### src/rtl/gate_logic_pkg.sv
// Shared opcode definitions for the registered bitwise logic pipeline.
package gate_logic_pkg;

    localparam int unsigned OP_W = 3;

    typedef enum logic [OP_W-1:0] {
        OP_AND  = 3'b000,
        OP_OR   = 3'b001,
        OP_XOR  = 3'b010,
        OP_NAND = 3'b011,
        OP_NOR  = 3'b100,
        OP_XNOR = 3'b101,
        OP_PASSX = 3'b110,
        OP_NOTX = 3'b111
    } op_e;

endpackage

### src/rtl/gate_logic_unit.sv
// Combinational WIDTH-bit bitwise operator selected by a 3-bit opcode.
module gate_logic_unit
    import gate_logic_pkg::*;
#(
    parameter int unsigned WIDTH = 4
) (
    input  logic [WIDTH-1:0] x,
    input  logic [WIDTH-1:0] b,
    input  logic [OP_W-1:0]  op,
    output logic [WIDTH-1:0] r
);

    always_comb begin
        r = '0;
        case (op_e'(op))
            OP_AND:   r = x & b;
            OP_OR:    r = x | b;
            OP_XOR:   r = x ^ b;
            OP_NAND:  r = ~(x & b);
            OP_NOR:   r = ~(x | b);
            OP_XNOR:  r = ~(x ^ b);
            OP_PASSX: r = x;
            OP_NOTX:  r = ~x;
        endcase
    end

endmodule

### src/rtl/gate_logic_pipe.sv
// One elastic valid/ready stage around gate_logic_unit, with accumulator,
// registered zero/parity flags and a completed-transaction counter.
module gate_logic_pipe
    import gate_logic_pkg::*;
#(
    parameter int unsigned WIDTH = 4,
    parameter int unsigned CNT_W = 8
) (
    input  logic             clk,
    input  logic             rst,
    input  logic             in_valid,
    output logic             in_ready,
    input  logic [WIDTH-1:0] in_x,
    input  logic [WIDTH-1:0] in_y,
    input  logic [OP_W-1:0]  in_op,
    input  logic             acc_en,
    input  logic             acc_clr,
    output logic             out_valid,
    input  logic             out_ready,
    output logic [WIDTH-1:0] out_data,
    output logic             out_zero,
    output logic             out_par,
    output logic [WIDTH-1:0] acc_q,
    output logic [CNT_W-1:0] txn_cnt
);

    logic             valid_q, valid_d;
    logic [WIDTH-1:0] data_q, data_d;
    logic             zero_q, zero_d;
    logic             par_q, par_d;
    logic [WIDTH-1:0] acc_d;
    logic [CNT_W-1:0] cnt_q, cnt_d;

    logic             accept;
    logic [WIDTH-1:0] operand_b;
    logic [WIDTH-1:0] unit_r;
    logic [WIDTH-1:0] result;

    assign in_ready  = !valid_q || out_ready;
    assign accept    = in_valid && in_ready;
    assign operand_b = acc_en ? acc_q : in_y;

    gate_logic_unit #(.WIDTH(WIDTH)) u_unit (
        .x  (in_x),
        .b  (operand_b),
        .op (in_op),
        .r  (unit_r)
    );

    always_comb begin
        valid_d = valid_q;
        data_d  = data_q;
        zero_d  = zero_q;
        par_d   = par_q;
        acc_d   = acc_q;
        cnt_d   = cnt_q;

        // Seeding the accumulator bypasses the opcode: the beat yields in_x.
        result = (acc_clr && acc_en) ? in_x : unit_r;

        if (accept) begin
            valid_d = 1'b1;
            data_d  = result;
            zero_d  = (result == '0);
            par_d   = ^result;
            if (acc_en) begin
                acc_d = result;
            end else if (acc_clr) begin
                acc_d = '0;
            end
        end else if (valid_q && out_ready) begin
            valid_d = 1'b0;
        end

        if (valid_q && out_ready) begin
            cnt_d = cnt_q + CNT_W'(1);
        end
    end

    always_ff @(posedge clk) begin
        if (rst) begin
            valid_q <= 1'b0;
            data_q  <= '0;
            zero_q  <= 1'b0;
            par_q   <= 1'b0;
            acc_q   <= '0;
            cnt_q   <= '0;
        end else begin
            valid_q <= valid_d;
            data_q  <= data_d;
            zero_q  <= zero_d;
            par_q   <= par_d;
            acc_q   <= acc_d;
            cnt_q   <= cnt_d;
        end
    end

    assign out_valid = valid_q;
    assign out_data  = data_q;
    assign out_zero  = zero_q;
    assign out_par   = par_q;
    assign txn_cnt   = cnt_q;

endmodule

### config.mk
export PLATFORM = sky130hd
export DESIGN_NAME = gate_logic_pipe
export DESIGN_NICKNAME = d
export VERILOG_FILES = /design/src/rtl/gate_logic_pkg.sv /design/src/rtl/gate_logic_unit.sv /design/src/rtl/gate_logic_pipe.sv
export SDC_FILE = /design/constraint.sdc
export NUM_CORES = 1
export LEC_CHECK = 0
export ABC_AREA = 1
export ABC_CLOCK_PERIOD_IN_PS = 2400
export BUFFER_PORTS_ARGS = -buffer_cell sky130_fd_sc_hd__buf_2
export CORE_UTILIZATION = 45
export CTS_BUF_LIST = sky130_fd_sc_hd__clkbuf_4
export DETAILED_ROUTE_END_ITERATION = 6
export PLACE_DENSITY = 0.65
export RECOVER_POWER = 100
export SYNTH_ARGS = -nofsm -noshare
export SYNTH_HDL_FRONTEND = slang
export SYNTH_HIERARCHICAL = 1
export SYNTH_SLANG_ARGS = --single-unit
### constraint.sdc
create_clock -name clk -period 2.4 [get_ports clk]
set_input_delay 0.12 -clock clk [delete_from_list [all_inputs] [get_ports clk]]
set_output_delay 0.12 -clock clk [all_outputs]
set_load 0.05 [all_outputs]
==> results.py, run 1 <==
metrics = {
    "detailed_routing": {
        "routed_wl_um": 3230,
        "drtIter0Drc": 69,
        "viasPerCell": 4.78,
        "post-route-drc-count": 0,
        "ant_nets": 0,
        "routedWlPerCell_um": 10.3,
        "via_count": 1491,
        "drt-pass1-iter-count": 4,
    },
    "finish": {
        "area_growth_pct": 8.91,
        "n_fill_cell": 347,
        "nNetsFinal": 295,
        "n_antenna_cell": 0,
        "drive_above_1_share_pct": 13.8,
        "design_area_mm2": 0.00167,
    },
    "setup_path": {
        "path_max_fanout": 4,
        "crit_buf_inv": 2,
        "slowest_delay_ps": 340,
        "cp_slowest_cell": "dfxtp_1",
        "cp.arrival_ps": 2190,
        "crit_top_cell": "nand2_1",
        "crit_required_ps": 2610,
        "cp-end-kind": "flip-flop",
        "crit_type": "flip-flop to flip-flop",
        "cp_cell_sequence": "mux2_1, inv_1, ha_1, nand4_1, nand2_1, nor2_1, nand3_1, nand2_2, nand2_1, nand2_1, nand2_1, nand2_2, nand3_1, nand2_1, inv_1",
        "critPathTopFamily": "simple AND/OR/NAND/NOR gates",
        "worst_setup_path_start_kind": "flip-flop",
    },
    "synthesis": {
        "syn_nets": 262,
        "ys_types": 23,
        "synthArstFlopShare_pct": 0,
        "synth_ff_type": "dfxtp_1",
        "yosysMostFrequentCell": "nand2_1",
        "synth_top_area_share_pct": 24.9,
        "synthCells": 236,
        "ys_seq_elements": 19,
        "yosys_warnings": 6,
        "synthTopCellsByCount": "nand2_1 (52), inv_1 (33), nand3_1 (26), nor2_1 (26), dfxtp_1 (19)",
        "yosysTopAreaCell": "dfxtp_1",
        "synth.yosys.seq_area_share_pct": 24.9,
        "syn_area_mm2": 0.00153,
        "synth_edf_count": 0,
        "avgSynthCellArea_um2": 6.48,
        "yosys-top-cells-area": "dfxtp_1 (25%), nand2_1 (13%), nand3_1 (8.5%), inv_1 (8.1%), ha_1 (7.4%)",
    },
    "power": {
        "powerDensity_mw_per_mm2": 464,
        "p_total_uw": 773,
        "leakagePower_nw": 0.796,
        "peakVddDrop_uv": 263,
    },
    "timing": {
        "max_slew.worst_pin.slew_ps": 619,
        "finalCritPeriodShare_pct": 82.8,
        "fin_tns_setup_ps": 0,
        "setup_violations": 0,
        "rsz0062_at_grt": "no",
        "relSlewSlack_pct": 58.9,
        "post-route-min-period_ps": 1990,
        "finalHoldViolations": 0,
        "maxSlewViolCount": 0,
        "fmax_ghz": 0.503,
        "skew_ps": 2.97,
    },
    "global_routing": {
        "track_usage_pct": 19.3,
        "grt_overflow": 0,
        "grt_pass1_vias": 1266,
        "grt_pass1_wl_um": 5360,
        "antenna_found_initial": 0,
        "grt_start_max_net_pins": 17,
    },
    "clock_network": {
        "cts_resized": 0,
        "clock-sinks": 19,
        "cts_buffer_depth": 2,
        "cts_buffers": 3,
        "tritoncts": "built",
        "cts_hold_buf": 0,
        "insertion_delay_ps": 300,
        "cts_setup_buffers": 0,
        "path_clk_slew_ps": 110,
        "h-tree-depth": 1,
        "cts-root-buf": "clkbuf_4",
    },
    "die": {
        "initial_core_util_pct": 48.9,
        "die_w_um": 60.3,
        "ioPinCount": 37,
        "core_area_mm2": 0.00313,
        "dieArea_mm2": 0.00364,
        "num_rows": 20,
        "fp.dieH_um": 60.3,
    },
    "placed_design": {
        "dpl_cell_area_mm2": 0.00167,
        "dp_hpwl_um": 2510,
        "portBuffers": 36,
        "place.gp.congestion": 0.856,
    },
    "job": {
        "cap_violations": 0,
    },
    "outcome": {
        "status": "completed",
    },
    "min_path": {
        "min_path_type": "input pin to flip-flop",
    },
}
==> area by class of cell <==
type / count / area [um^2] / area share, %
tap: 44 / 55.1 / 3.30
multi-input combinational: 171 / 903 / 54.2
inverter: 38 / 143 / 8.56
clock buffer: 4 / 30.0 / 1.80
sequential: 19 / 380 / 22.8
timing repair buffer: 36 / 155 / 9.31
==> placed cells by master (no fill, tap or decap) <==
| master | n |
|---|---|
| a21oi_1 | 14 |
| buf_2 | 16 |
| clkbuf_1 | 20 |
| clkbuf_4 | 4 |
| dfxtp_1 | 19 |
| ha_1 | 9 |
| inv_1 | 34 |
| inv_2 | 4 |
| mux2_1 | 4 |
| nand2_1 | 57 |
| nand2_2 | 8 |
| nand2_4 | 1 |
| nand3_1 | 26 |
| nand3_2 | 1 |
| nand3_4 | 1 |
| nand3b_1 | 1 |
| nand4_1 | 8 |
| nor2_1 | 26 |
| nor2_2 | 1 |
| nor3_1 | 1 |
| nor3_4 | 1 |
| o21ai_0 | 10 |
| o21ai_1 | 2 |
==> kinds of logic (layout without fill, tap and decap cells) <==
family	count (synthesis)	count (layout)	share of synthesized area, %
adder cells (fa/ha/maj)	9	9	7.36
AND/OR/NAND/NOR	132	132	41.0
buffers and inverters	46	78	15.3
AO/OA/AOI/OAI	26	26	8.50
multiplexers	4	4	2.94
flip-flops	19	19	24.9
==> report_power, final <==
group          internal (mW)  total, mW  leakage (nW)  switching [mW]
sequential             0.330      0.340         0.155         0.00939
combinational         0.0740      0.258         0.623           0.184
clock                 0.0760      0.175        0.0184          0.0988
==> through the flow <==
step | std cells | worst slack (ps) | utilization [%] | hold WS (ps)
floorplan | 236 | 302 | - | 189
global placement | 308 | 279 | 53.5 | 451
detailed placement | 308 | 261 | 53.5 | 452
CTS | 312 | 475 | 54.5 | 123
global route | 312 | 163 | 53.3 | 140
finish | 312 | 413 | 53.3 | 125
==> registers in the layout, indices dropped and copies added, names as in the netlist <==
signal and cells:
out_data 4, acc_q 4, out_zero 1, txn_cnt 8
out_valid 1, out_par 1
==> worst min-delay path, delay by kind of cell <==
family	cells	cell delay, ps
simple gates	1	70
compound gates	1	60
buf+inv	2	130
==> routing by layer <==
metal  GRT usage [%]  share of wire, %  vias to the layer above  routed length [um]
met4            2.99              0.31                        0                  10
met2            30.8                44                       33                1420
met1            27.0                51                      639                1660
met5               0                 0                        -                   0
met3            4.11               4.4                        2                 143
li1                -                 -                      817                   -
==> final timing paths <==
| path | from | to | slack, ps | cells after the start |
|---|---|---|---|---|
| setup / recovery | acc_q[2]$_SDFFE_PP0P_ | out_par$_SDFFE_PP0P_ | 410 | 15 |
| hold / removal | out_ready | out_valid$_SDFFE_PP0P_ | 130 | 4 |
| setup reg to reg | acc_q[2]$_SDFFE_PP0P_ | out_par$_SDFFE_PP0P_ | 410 | 15 |
| hold reg to reg | out_data[3]$_SDFFE_PP0P_ | out_data[3]$_SDFFE_PP0P_ | 470 | 2 |
No activity file was read; power rests on OpenSTA's default activity.
==> run 2: changes to the inputs <==
ABC_AREA = 0   (was 1)
ABC_CLOCK_PERIOD_IN_PS = 2000   (was 2400)
PLACE_DENSITY = 0.66   (was 0.65)
clock period = 2 ns   (was 2.4 ns; I/O delays follow)
==> results.py, run 2 <==
metrics = {
    "outcome": {
        "status": "finished with violations",
        "violations": "design-rule violations, negative setup slack",
    },
    "placed_design": {
        "dp_hpwl_um": 2580,
        "place.gp.congestion": 0.917,
        "dpl_cell_area_mm2": 0.00168,
        "portBuffers": 36,
    },
    "setup_path": {
        "path_max_fanout": 4,
        "cp.arrival_ps": 2480,
        "r2r_cells": 10,
        "cp-end-kind": "flip-flop",
        "cp_slowest_cell": "mux4_2",
        "reg2reg_slack_ps": -250,
        "cp-startpoint": "acc_q[2]$_SDFFE_PP0P_",
        "crit_type": "flip-flop to flip-flop",
        "crit_required_ps": 2240,
        "worst_setup_path_start_kind": "flip-flop",
        "slowest_delay_ps": 560,
        "timing.rr.start": "acc_q[2]$_SDFFE_PP0P_",
        "reg2reg_to": "out_zero$_SDFFE_PP0P_",
        "critPathTopFamily": "multiplexers",
        "cp_cell_sequence": "mux2_4, inv_2, ha_4, nor2_2, a21oi_1, mux4_2, a211o_1, o31ai_1, nand4_1, a21oi_2",
        "crit_buf_inv": 1,
    },
    "power": {
        "comb_power_share_pct": 42.3,
        "peakVddDrop_uv": 320,
        "powerDensity_mw_per_mm2": 573,
        "seqPwrFrac_pct": 38.4,
        "p_total_mw": 1.06,
        "p_int_uw": 668,
        "leakagePower_nw": 0.741,
        "clock_power_share_pct": 19.3,
        "power.switching_uw": 396,
        "sw_frac_of_total_pct": 37.2,
    },
    "finish": {
        "area_growth_pct": 32.9,
        "drive_above_1_share_pct": 35.4,
        "final_cell_mix": "clkbuf_1 (20), buf_2 (16), nor2_1 (15), dfxtp_1 (15), nand2_1 (12)",
        "final_common_cell": "clkbuf_1",
        "utilization_pct": 65.1,
        "largest_reg_flops": 8,
        "n_antenna_cell": 0,
        "design_area_mm2": 0.00186,
        "nNetsFinal": 236,
    },
    "timing": {
        "max_slew.worst_pin.slew_ps": 610,
        "fmax_ghz": 0.445,
        "finalCritPeriodShare_pct": 112,
        "relSlewSlack_pct": 59.5,
        "rsz0062_at_grt": "yes",
        "setup_violations": 6,
        "skew_ps": 11.7,
        "maxSlewViolCount": 0,
        "finalHoldViolations": 0,
        "post-route-min-period_ps": 2250,
        "layout_setup_ws_ps": -247,
    },
    "clock_network": {
        "h-tree-depth": 1,
        "cts-root-buf": "clkbuf_4",
        "path_clk_slew_ps": 120,
        "cts_buffer_depth": 2,
        "clock-sinks": 19,
        "tritoncts": "built",
        "cts_buffers": 3,
        "insertion_delay_ps": 300,
    },
    "die": {
        "initial_core_util_pct": 49.0,
        "core_area_mm2": 0.00285,
        "ioPinCount": 37,
        "fp.dieH_um": 57.7,
        "dieArea_mm2": 0.00333,
        "die_w_um": 57.7,
        "num_rows": 19,
    },
    "global_routing": {
        "grt_pass1_wl_um": 5570,
        "grt_overflow": 0,
        "antenna_found_initial": 0,
        "grt_pass1_vias": 1213,
        "grt_start_max_net_pins": 22,
        "track_usage_pct": 21.3,
    },
    "synthesis": {
        "ys_types": 45,
        "synth_ff_type": "dfxtp_1",
        "synth_edf_count": 0,
        "yosysTopAreaCell": "dfxtp_1",
        "synth_top_area_share_pct": 27.2,
        "syn_area_mm2": 0.00140,
        "synthArstFlopShare_pct": 0,
        "ys_seq_elements": 19,
        "yosys_warnings": 6,
        "synthTopCellsByCount": "dfxtp_1 (19), nor2_1 (17), nand2_1 (12)",
        "avgSynthCellArea_um2": 8.47,
        "syn_nets": 191,
        "yosysMostFrequentCell": "dfxtp_1",
        "synthCells": 165,
        "synth.yosys.seq_area_share_pct": 27.2,
        "yosys-top-cells-area": "dfxtp_1 (27%), ha_1 (8.1%), xnor2_1 (5.0%), nor2_1 (4.6%), xor2_1 (3.8%)",
    },
    "detailed_routing": {
        "via_count": 1379,
        "routed_wl_um": 3500,
        "post-route-drc-count": 5,
        "ant_nets": 0,
        "drt-pass1-iter-count": 7,
        "viasPerCell": 5.75,
        "routedWlPerCell_um": 14.6,
        "drtIter0Drc": 85,
    },
    "min_path": {
        "hold_start": "in_valid",
        "hold_depth": 3,
        "min_to": "out_valid$_SDFFE_PP0P_",
        "min_path_type": "input pin to flip-flop",
    },
    "job": {
        "cap_violations": 0,
    },
}
[run 2: changes by cell type in the layout (fill, tap and decap cells not counted), sizes merged, moves of 8 or more]
| cell | previous run | this run |
|---|---|---|
| nand2 | 66 | 13 |
| inv | 38 | 10 |
| nand3 | 28 | 8 |
| buf | 16 | 29 |
| nor2 | 27 | 17 |
| o21ai | 12 | 4 |
| xnor2 | 0 | 8 |
[run 2: how the worst max path moves through the flow]
| stage | to | slack [ps] | depth (start not counted) |
|---|---|---|---|
| floorplan | out_zero$_SDFFE_PP0P_ | -140 | 10 |
| global placement | out_zero$_SDFFE_PP0P_ | -170 | 10 |
| detailed placement | out_zero$_SDFFE_PP0P_ | -240 | 10 |
| CTS | out_par$_SDFFE_PP0P_ | -250 | 11 |
| global route | out_zero$_SDFFE_PP0P_ | -310 | 10 |
| finish | out_zero$_SDFFE_PP0P_ | -250 | 10 |
[run 2: area by class of cell]
type / count / area (um^2)
Multi-Input combinational cell: 127 / 1080
Fill cell: 257 / 996
Sequential cell: 19 / 395
Timing Repair Buffer: 49 / 268
Inverter: 10 / 40.0
Tap cell: 31 / 38.8
Clock buffer: 3 / 22.5
Clock inverter: 1 / 7.51
[run 2: cell families (layout without fill, tap and decap cells)]
family | after synthesis | in the layout | share of synthesized area [%]
flops | 19 | 19 | 27.2
xor+xnor | 14 | 14 | 8.77
mux | 10 | 10 | 9.31
simple gates | 58 | 58 | 21.5
fa+ha+maj | 9 | 9 | 8.06
buf+inv | 19 | 63 | 6.98
compound gates | 36 | 36 | 18.2
[run 2: power by group through the flow]
| stage | logic (mW) | registers, mW | clock network [mW] |
|---|---|---|---|
| after floorplan | 0.210 | 0.485 | 0 |
| after global placement | 0.367 | 0.416 | 0 |
| after detailed placement | 0.377 | 0.417 | 0 |
| after CTS | 0.406 | 0.408 | 0.209 |
| after global routing | 0.482 | 0.411 | 0.227 |
| final | 0.450 | 0.408 | 0.206 |
[run 2: worst register-to-register path, cell delays in order (launching register included)]
cell     delay (ps)
dfxtp_4         360
mux2_4          270
inv_2            70
ha_4            200
nor2_2           70
a21oi_1          40
mux4_2          560
a211o_1         250
o31ai_1          70
nand4_1         150
a21oi_2         140
[run 2: what timing repair did]
action,in CTS,in global routing
setup endpoints to repair,8,9
pin swaps,6,8
buffers inserted,2,1
cloned,0,0
hold buffers,0,0
gates resized for setup,10,20
[run 2: stage by stage]
step	hold WS [ps]	std cells	setup TNS [ps]	setup slack, ps
after detailed placement	410	233	-1110	-238
final	78.9	240	-869	-247
after global placement	395	233	-740	-168
after CTS	73.4	239	-920	-250
after floorplan	229	165	-247	-137
after global routing	76.3	240	-1600	-309
[run 2: metal layers]
| layer | track usage (%) | part of all wire [%] | vias to the layer above |
|---|---|---|---|
| met3 | 3.13 | 5.9 | 6 |
| li1 | - | - | 674 |
| met1 | 28.9 | 44 | 649 |
| met5 | 0 | 0 | - |
| met4 | 5.10 | 2.0 | 0 |
| met2 | 35.7 | 48 | 50 |
==> run 3: changes to the inputs <==
--- a/config.mk
+++ b/config.mk
@@ -10,2 +10,3 @@
 export BUFFER_PORTS_ARGS = -buffer_cell sky130_fd_sc_hd__buf_2
+export CORE_MARGIN = 4
 export CORE_UTILIZATION = 45
==> constraint.sdc (replaced) <==
create_clock -name clk -period 2 [get_ports clk]
set_input_delay 0.6 -clock clk [delete_from_list [all_inputs] [get_ports clk]]
set_output_delay 0.6 -clock clk [all_outputs]
set_load 0.05 [all_outputs]
==> results.py, run 3 (synthesis gave the netlist of run 2 again) <==
metrics = {
    "setup_path": {
        "crit_top_cell": "o32a_4",
        "critPathTopFamily": "simple AND/OR/NAND/NOR gates",
        "cp-end-kind": "flip-flop",
        "worst_setup_path_start_kind": "input pin",
        "cp_cell_sequence": "buf_12, mux2_4, inv_4, ha_4, or3b_4, o31ai_4, o32a_4, o32a_4, xor2_2, xnor2_1, nand4b_1, nand3_1",
        "crit_type": "input pin to flip-flop",
        "path_max_fanout": 5,
        "crit_required_ps": 2250,
        "crit_buf_inv": 2,
        "cp.arrival_ps": 2550,
        "cp_slowest_cell": "or3b_4",
        "slowest_delay_ps": 380,
    },
    "finish": {
        "multi_input_area_mm2": 0.00111,
        "largest_reg_flops": 8,
        "nNetsFinal": 247,
        "n_fill_cell": 243,
        "drive_above_1_share_pct": 39.5,
        "final_cell_mix": "buf_4 (22), dfxtp_1 (19), nor2_1 (16), buf_2 (16), clkbuf_1 (14)",
        "n_antenna_cell": 0,
        "ff_latch_area_um2": 380,
        "utilization_pct": 69.1,
        "area_growth_pct": 41.1,
        "final_common_cell": "buf_4",
    },
    "power": {
        "seqPwrFrac_pct": 37.5,
        "sw_frac_of_total_pct": 37.0,
        "comb_power_share_pct": 43.7,
        "p_int_uw": 689,
        "leakagePower_nw": 0.832,
        "powerDensity_mw_per_mm2": 555,
        "power.switching_uw": 405,
        "peakVddDrop_uv": 359,
        "clock_power_share_pct": 18.8,
    },
    "detailed_routing": {
        "routedWlPerCell_um": 15.2,
        "wl_met3_um": 176,
        "viasPerCell": 5.72,
        "wl_met2_um": 1830,
        "post-route-drc-count": 0,
        "drt-pass1-iter-count": 4,
        "drtIter0Drc": 69,
        "routed_wl_um": 3820,
        "wl_met1_um": 1700,
        "top_layer_used": "met4",
        "ant_nets": 0,
        "via_count": 1436,
    },
    "timing": {
        "fmax_ghz": 0.436,
        "layout_setup_ws_ps": -294,
        "setup_violations": 8,
        "finalCritPeriodShare_pct": 115,
        "skew_ps": 7.95,
        "rsz0062_at_grt": "yes",
        "post-route-min-period_ps": 2290,
        "max_slew.worst_pin.slew_ps": 603,
        "relSlewSlack_pct": 60.0,
        "maxSlewViolCount": 0,
        "finalHoldViolations": 0,
    },
    "die": {
        "die_w_um": 63.7,
        "initial_core_util_pct": 49.0,
        "fp.dieH_um": 63.7,
        "core_area_mm2": 0.00285,
        "num_rows": 19,
        "ioPinCount": 37,
        "dieArea_mm2": 0.00406,
    },
    "outcome": {
        "status": "finished with violations",
        "violations": "negative setup slack",
    },
    "clock_network": {
        "tritoncts": "built",
        "path_clk_slew_ps": 110,
        "insertion_delay_ps": 310,
        "h-tree-depth": 1,
        "cts-root-buf": "clkbuf_4",
        "cts_buffer_depth": 2,
        "cts_buffers": 3,
        "clock-sinks": 19,
    },
    "placed_design": {
        "dp_hpwl_um": 2830,
        "place.gp.congestion": 0.836,
        "dpl_worst_slack_ps": -749,
        "portBuffers": 36,
    },
    "global_routing": {
        "grt_overflow": 0,
        "grt_start_max_net_pins": 22,
        "grt_pass1_wl_um": 6110,
        "grt_pass1_vias": 1350,
        "antenna_found_initial": 0,
        "track_usage_pct": 18.8,
    },
    "min_path": {
        "min_path_type": "flip-flop to flip-flop",
    },
    "job": {
        "cap_violations": 0,
    },
}
-- run 3: cell types whose count changed in the layout (fill, tap and decap cells not counted), sizes merged --
| cell | previous run | this run |
|---|---|---|
| buf | 29 | 41 |
| clkbuf | 23 | 22 |
-- run 3: final cells by class --
type	count	share of cell area (%)
clock buffer	3	1.14
clock inverter	1	0.381
inverter	10	2.16
multi-input combinational	127	56.1
sequential	19	19.3
tap	31	1.97
timing repair buffer	60	19.0
-- run 3: layer usage --
layer,vias to the layer above,track usage [%]
li1,701,-
met1,675,23.8
met2,50,31.8
met3,10,1.75
met5,-,0
met4,0,9.70
-- run 3: through the flow --
stage	setup TNS [ps]	hold slack [ps]	total power [mW]	cells	instance area [um^2]
floorplan	-3020	667	0.700	165	1450
global placement	-4960	440	0.793	240	1730
detailed placement	-5510	452	0.807	240	1730
CTS	-1420	471	1.05	247	1860
global route	-2320	521	1.16	251	1970
finish	-1790	479	1.09	251	1970
-- run 3: power groups by stage --
stage / clock network, mW / registers [mW] / logic, mW
6_report: 0.206 / 0.410 / 0.478
5_1_grt: 0.236 / 0.414 / 0.510
4_1_cts: 0.213 / 0.410 / 0.427
3_5_place_dp: 0 / 0.419 / 0.388
3_3_place_gp: 0 / 0.418 / 0.375
2_1_floorplan: 0 / 0.487 / 0.213
-- run 3: worst paths after layout --
| path | start | slack [ps] | end | cells after the start |
|---|---|---|---|---|
| hold / removal | out_zero$_SDFFE_PP0P_ | 480 | out_zero$_SDFFE_PP0P_ | 2 |
| setup reg to reg | acc_q[2]$_SDFFE_PP0P_ | -190 | out_zero$_SDFFE_PP0P_ | 10 |
| hold reg to reg | out_zero$_SDFFE_PP0P_ | 480 | out_zero$_SDFFE_PP0P_ | 2 |
| setup / recovery | acc_en | -290 | out_par$_SDFFE_PP0P_ | 12 |
-- run 3: worst reg2reg max path: cells and delay by family, from the launching register on --
| family | cells | cell delay, ps |
|---|---|---|
| AO/OA/AOI/OAI | 4 | 540 |
| adder cells (fa/ha/maj) | 1 | 190 |
| buffers and inverters | 1 | 70 |
| flip-flops | 1 | 340 |
| multiplexers | 2 | 810 |
| AND/OR/NAND/NOR | 2 | 180 |
-- run 3: repair_timing --
action / CTS / global route
endpoints found under the setup margin: 8 / 8
resized for setup: 17 / 19
hold buffers: 0 / 0
gates cloned: 0 / 0
pin swaps: 8 / 9
buffers inserted: 3 / 4
